### src/rtl/mem_arbiter_pkg.sv
// -----------------------------------------------------------------------------
// mem_arbiter_pkg
// Shared wires and constants for the instruction/data memory arbiter.
//   mem_in_type           : request bundle (requester -> memory)
//   mem_out_type          : response bundle (memory -> requester)
//   arbiter_state_type    : IDLE / BUSY_I / BUSY_D
//   pend_type             : one-entry pending slot (valid + full request)
//   mem_arbiter_reg_type  : complete registered state of the arbiter
//   STARVE_MAX_DEFAULT    : default bound on data grants while imem waits
// -----------------------------------------------------------------------------
package mem_arbiter_pkg;

    localparam int ADDR_W = 32;
    localparam int DATA_W = 32;
    localparam int STRB_W = 4;
    localparam int CNT_W  = 4;

    localparam int STARVE_MAX_DEFAULT = 4;

    typedef struct packed {
        logic              mem_valid;
        logic              mem_instr;
        logic              mem_fence;
        logic [ADDR_W-1:0] mem_addr;
        logic [DATA_W-1:0] mem_wdata;
        logic [STRB_W-1:0] mem_wstrb;
    } mem_in_type;

    typedef struct packed {
        logic              mem_ready;
        logic [DATA_W-1:0] mem_rdata;
    } mem_out_type;

    typedef enum logic [1:0] {
        IDLE   = 2'd0,
        BUSY_I = 2'd1,
        BUSY_D = 2'd2
    } arbiter_state_type;

    typedef struct packed {
        logic       valid;
        mem_in_type req;
    } pend_type;

    typedef struct packed {
        arbiter_state_type state;
        pend_type          ipend;
        pend_type          dpend;
        logic [CNT_W-1:0]  starve_cnt;
    } mem_arbiter_reg_type;

    localparam mem_arbiter_reg_type REG_RESET = '{
        state:      IDLE,
        ipend:      '0,
        dpend:      '0,
        starve_cnt: '0
    };

    // Turns a stored/incoming request into the bundle driven to memory:
    // valid forced high, instruction flag forced by the owning port.
    function automatic mem_in_type issue_req(input mem_in_type req, input logic instr);
        mem_in_type o;
        o           = req;
        o.mem_valid = 1'b1;
        o.mem_instr = instr;
        return o;
    endfunction

endpackage

### src/rtl/mem_arbiter.sv
// -----------------------------------------------------------------------------
// mem_arbiter
// Shares one memory port between an instruction requester and a data
// requester. One transaction is in flight at a time.
//
// Handshake: a requester presents a request by holding mem_valid=1 for one
// cycle (the arbiter captures it if it cannot issue immediately). The arbiter
// issues to memory with mem_in.mem_valid=1 for exactly one cycle; the
// transaction completes on the cycle memory returns mem_ready=1, which is
// forwarded combinationally to the owning requester only.
//
// Ports:
//   rst       in   synchronous, active-low reset
//   clk       in   clock
//   imem_in   in   instruction request
//   imem_out  out  instruction response
//   dmem_in   in   data request
//   dmem_out  out  data response
//   mem_in    out  request to shared memory
//   mem_out   in   response from shared memory
//   dbg_r     out  registered arbiter state (FSM state, pending slots, starve_cnt)
// -----------------------------------------------------------------------------
module mem_arbiter
    import mem_arbiter_pkg::*;
#(
    parameter int STARVE_MAX = STARVE_MAX_DEFAULT
) (
    input  logic                rst,
    input  logic                clk,
    input  mem_in_type          imem_in,
    output mem_out_type         imem_out,
    input  mem_in_type          dmem_in,
    output mem_out_type         dmem_out,
    output mem_in_type          mem_in,
    input  mem_out_type         mem_out,
    output mem_arbiter_reg_type dbg_r
);

    localparam logic [CNT_W-1:0] STARVE_LIM = CNT_W'(STARVE_MAX);

    mem_arbiter_reg_type r;
    mem_arbiter_reg_type rin;

    mem_in_type i_req;
    mem_in_type d_req;
    logic       i_has;
    logic       d_has;
    logic       done;
    logic       can_issue;
    logic       grant_i;
    logic       grant_d;

    // State register
    always_ff @(posedge clk) begin
        if (!rst) begin
            r <= REG_RESET;
        end else begin
            r <= rin;
        end
    end

    // Next-state: arbitration, pending slots, starvation counter
    always_comb begin
        mem_arbiter_reg_type v;
        v = r;

        // A pending entry is older than the incoming one, so it goes first.
        i_req = r.ipend.valid ? r.ipend.req : imem_in;
        d_req = r.dpend.valid ? r.dpend.req : dmem_in;
        i_has = r.ipend.valid | imem_in.mem_valid;
        d_has = r.dpend.valid | dmem_in.mem_valid;

        done = (r.state != IDLE) & mem_out.mem_ready;
        // The completion cycle is also an issue opportunity (back-to-back).
        can_issue = rst & ((r.state == IDLE) | done);

        grant_i = 1'b0;
        grant_d = 1'b0;
        if (can_issue && i_has && (!d_has || r.starve_cnt == STARVE_LIM)) begin
            grant_i = 1'b1;
        end else if (can_issue && d_has) begin
            grant_d = 1'b1;
        end

        // Pending slots: if the pending entry was issued, a simultaneous
        // incoming request takes its place; otherwise incoming overwrites.
        if (grant_i) begin
            v.ipend.valid = r.ipend.valid & imem_in.mem_valid;
            if (r.ipend.valid) begin
                v.ipend.req = imem_in;
            end
        end else if (imem_in.mem_valid) begin
            v.ipend.valid = 1'b1;
            v.ipend.req   = imem_in;
        end

        if (grant_d) begin
            v.dpend.valid = r.dpend.valid & dmem_in.mem_valid;
            if (r.dpend.valid) begin
                v.dpend.req = dmem_in;
            end
        end else if (dmem_in.mem_valid) begin
            v.dpend.valid = 1'b1;
            v.dpend.req   = dmem_in;
        end

        if (grant_i) begin
            v.starve_cnt = '0;
        end else if (grant_d && i_has && r.starve_cnt != STARVE_LIM) begin
            v.starve_cnt = r.starve_cnt + 1'b1;
        end

        if (grant_i) begin
            v.state = BUSY_I;
        end else if (grant_d) begin
            v.state = BUSY_D;
        end else if (done) begin
            v.state = IDLE;
        end

        rin = v;
    end

    // Outputs: issued request and response routing
    always_comb begin
        mem_in   = '0;
        imem_out = '0;
        dmem_out = '0;
        if (rst) begin
            if (grant_i) begin
                mem_in = issue_req(i_req, 1'b1);
            end else if (grant_d) begin
                mem_in = issue_req(d_req, 1'b0);
            end
            if (r.state == BUSY_I) begin
                imem_out = mem_out;
            end
            if (r.state == BUSY_D) begin
                dmem_out = mem_out;
            end
        end
    end

    assign dbg_r = r;

endmodule
### config.mk
export PLATFORM = sky130hd
export DESIGN_NAME = mem_arbiter
export DESIGN_NICKNAME = d
export VERILOG_FILES = /design/src/rtl/mem_arbiter_pkg.sv /design/src/rtl/mem_arbiter.sv
export SDC_FILE = /design/constraint.sdc
export NUM_CORES = 1
export LEC_CHECK = 0
export BUFFER_PORTS_ARGS = -buffer_cell sky130_fd_sc_hd__buf_2
export CORE_AREA = 2 2 183 185
export CTS_CLUSTER_DIAMETER = 50
export DETAILED_ROUTE_END_ITERATION = 7
export DIE_AREA = 0 0 185 187
export GPL_ROUTABILITY_DRIVEN = 0
export MAX_ROUTING_LAYER = met4
export PLACE_DENSITY = 0.61
export SLEW_MARGIN = 20
export SYNTH_ARGS = -nofsm -noshare
export SYNTH_HDL_FRONTEND = slang
export SYNTH_SLANG_ARGS = --single-unit
### constraint.sdc
create_clock -name clk -period 4.8 [get_ports clk]
set_clock_uncertainty 0.2 [all_clocks]
set_input_delay 0.24 -clock clk [delete_from_list [all_inputs] [get_ports clk]]
set_output_delay 0.24 -clock clk [all_outputs]
set_load 0.02 [all_outputs]
==> impl_metrics.json <==
{
  "fin_tns_setup_ns": 0,
  "worstPathArrival_ns": 3.16,
  "ant_nets": 0,
  "antenna_cells": 0,
  "area_growth_pct": 34.4,
  "cap_violations": 0,
  "clk_latency_ns": 0.43,
  "dr.first_iter.drc_count": 1148,
  "die_area_um2": 34600,
  "critPathMaxFanout": 67,
  "leakage_nw": 6.63,
  "clock_path_buffers": 2,
  "worst_slew_pin_slew_ns": 1.05,
  "relSlewSlack_pct": 29.7,
  "initial_core_util_pct": 36.8,
  "timing.final.crit_share_pct": 75.0,
  "drc": 0,
  "final_nets": 2170,
  "antenna_found_initial": 0,
  "r2r-start": "dbg_r[75]",
  "hold-path-endpoint": "dbg_r[147]",
  "place_hpwl_mm": 28.2,
  "final_util_pct": 49.5,
  "firstDrtPassIters": 5,
  "ys_seq_area_share_pct": 24.8,
  "cp-start-kind": "flop",
  "coreArea_um2": 32900,
  "grt_pass1_wl_mm": 68.8,
  "drt-wirelength-per-cell_um": 18.1,
  "critPathCaptureType": "output pin",
  "wirelength_mm": 44.4,
  "vias": 14193,
  "hold_viol_final": 0,
  "fmax_ghz": 0.278,
  "io_buffers": 463,
  "r2r_cells": 6,
  "synth.distinct_cells": 38,
  "syn_inst": 1566,
  "r2r-end": "dbg_r[138]",
  "vdd_ir_drop_max_mv": 0.279,
  "synthTopCellsByArea": "dfxtp_1, mux2i_1, nand3_1, nand3b_1, a21o_1",
  "numClockSinks": 150,
  "ys_async_sr_fraction_pct": 0,
  "dpl_worst_slack_ns": 1.58,
  "synth_seq_cells": 150,
  "status": "completed",
  "largest_reg_flops": 150,
  "yosysTopAreaCell": "dfxtp_1",
  "holdPathStages": 3,
  "viasPerCell": 5.79,
  "critPathKind": "reg2out",
  "setup_viol": 0,
  "syn_area_per_cell_um2": 7.72,
  "synth_ff_type": "dfxtp_1",
  "cts_tree": "done",
  "grt_start_max_net_pins": 306,
  "drive_gt1_share_pct": 26.3,
  "postCtsSetupBuffers": 0,
  "powerDensity_nw_per_um2": 264,
  "clk_pin_slew_ns": 0.07,
  "rows": 67,
  "setup_ws_ns": 1.20,
  "cp.required_ns": 4.36,
  "grtUsageTotal_pct": 24.9,
  "report.final.slew_viol_count": 0,
  "syn-num-nets": 1745,
  "rsz0062_at_grt": "no",
  "io_pins": 464,
  "grt_pass1_vias": 12617,
  "synth_edf_count": 0,
  "hold_slack_ns": 0.144,
  "synth_top_area_share_pct": 24.8,
  "cts_buffers": 17,
  "die_x_um": 185,
  "yosysWarnings": 0,
  "fin_crit_ns": 3.60,
  "cts_max_level": 4,
  "holdCritPathClass": "in2reg",
  "die_y_um": 187,
  "hold_start": "imem_in[70]",
  "cts-root-buf": "clkbuf_16",
  "syn_area_um2": 12100,
  "r2r_slack_ns": 1.60,
  "grt_overflow": 0
}
-- layout make-up --
cell class | count | area, µm²
Fill cell | 3211 | 16600
Multi-Input combinational cell | 1194 | 8090
Timing Repair Buffer | 622 | 3950
Sequential cell | 150 | 3010
Tap cell | 448 | 561
Clock buffer | 21 | 462
Clock inverter | 11 | 163
Inverter | 6 | 23.8
-- report_power, final --
group / switching [mW] / internal, mW / leakage [nW]
clock network: 0.605 / 0.864 / 0.297
logic: 0.825 / 0.521 / 5.10
registers: 0.133 / 1.35 / 1.24
total: 1.56 / 2.73 / 6.63
-- cells in the mapped netlist, drive strengths merged, types with 9 or more instances --
cell / number
nand3: 213
dfxtp: 150
clkbuf: 141
nand3b: 141
a21o: 140
nand4: 140
mux2i: 139
nand2: 109
buf: 75
nand4b: 70
nor2: 70
o311ai: 70
o22ai: 69
o21ai: 9
-- per-stage QoR --
step	power, mW	instance area [µm²]	instances
final	4.29	16300	2452
after global routing	4.50	16300	2452
after CTS	4.32	16200	2451
after detailed placement	2.75	14200	2278
after global placement	2.71	14200	2278
after floorplan	2.33	12100	1566
-- kinds of logic (layout without fill, tap and decap cells) --
| logic type | count (synthesis) | count (layout) | synth area share (%) |
|---|---|---|---|
| adder cells (fa/ha/maj) | 2 | 2 | 0.207 |
| AO/OA/AOI/OAI | 301 | 301 | 19.0 |
| buffers and inverters | 222 | 660 | 8.52 |
| AND/OR/NAND/NOR | 752 | 752 | 35.9 |
| flip-flops | 150 | 150 | 24.8 |
| multiplexers | 139 | 139 | 11.5 |
-- metal layers --
metal	vias to the layer above	wire [µm]	GRT usage, %	share of wire, %
met5	-	0	-	0
met3	52	2300	2.98	5.2
met2	473	20600	39.0	46
met4	0	899	6.50	2.0
li1	6825	-	-	-
met1	6843	20600	34.0	46
-- timing repair --
action	4_1_cts	5_1_grt
hold buffers	141	0
endpoints found under the hold margin	141	0
setup endpoints to repair	0	0
resized for setup	0	0
-- critical path, cell delays in order, from the launching register on --
cell and delay, ns:
dfxtp_4 0.61, or2_1 0.33, a211o_4 0.62, buf_4 0.69, o22ai_1 0.20, buf_2 0.19
-- worst max-delay path by stage --
stage	startpoint	end	cells after the start
2_1_floorplan	dbg_r[0]	mem_in[10]	8
3_3_place_gp	dbg_r[75]	dbg_r[138]	5
3_5_place_dp	dbg_r[75]	dbg_r[79]	5
4_1_cts	dbg_r[75]	mem_in[51]	5
5_1_grt	dbg_r[75]	mem_in[57]	5
6_report	dbg_r[75]	mem_in[62]	5
-- cell usage in the layout, fill, tap and decap left out, drive strengths merged, types with 109 or more instances in the layout --
cell type,instances
buf,481
nand3b,141
nand3,213
dlygate4sd3,141
dfxtp,150
nand2,109
nand4,140
mux2i,139
a21o,140
Power figures use the tool's default switching activity.
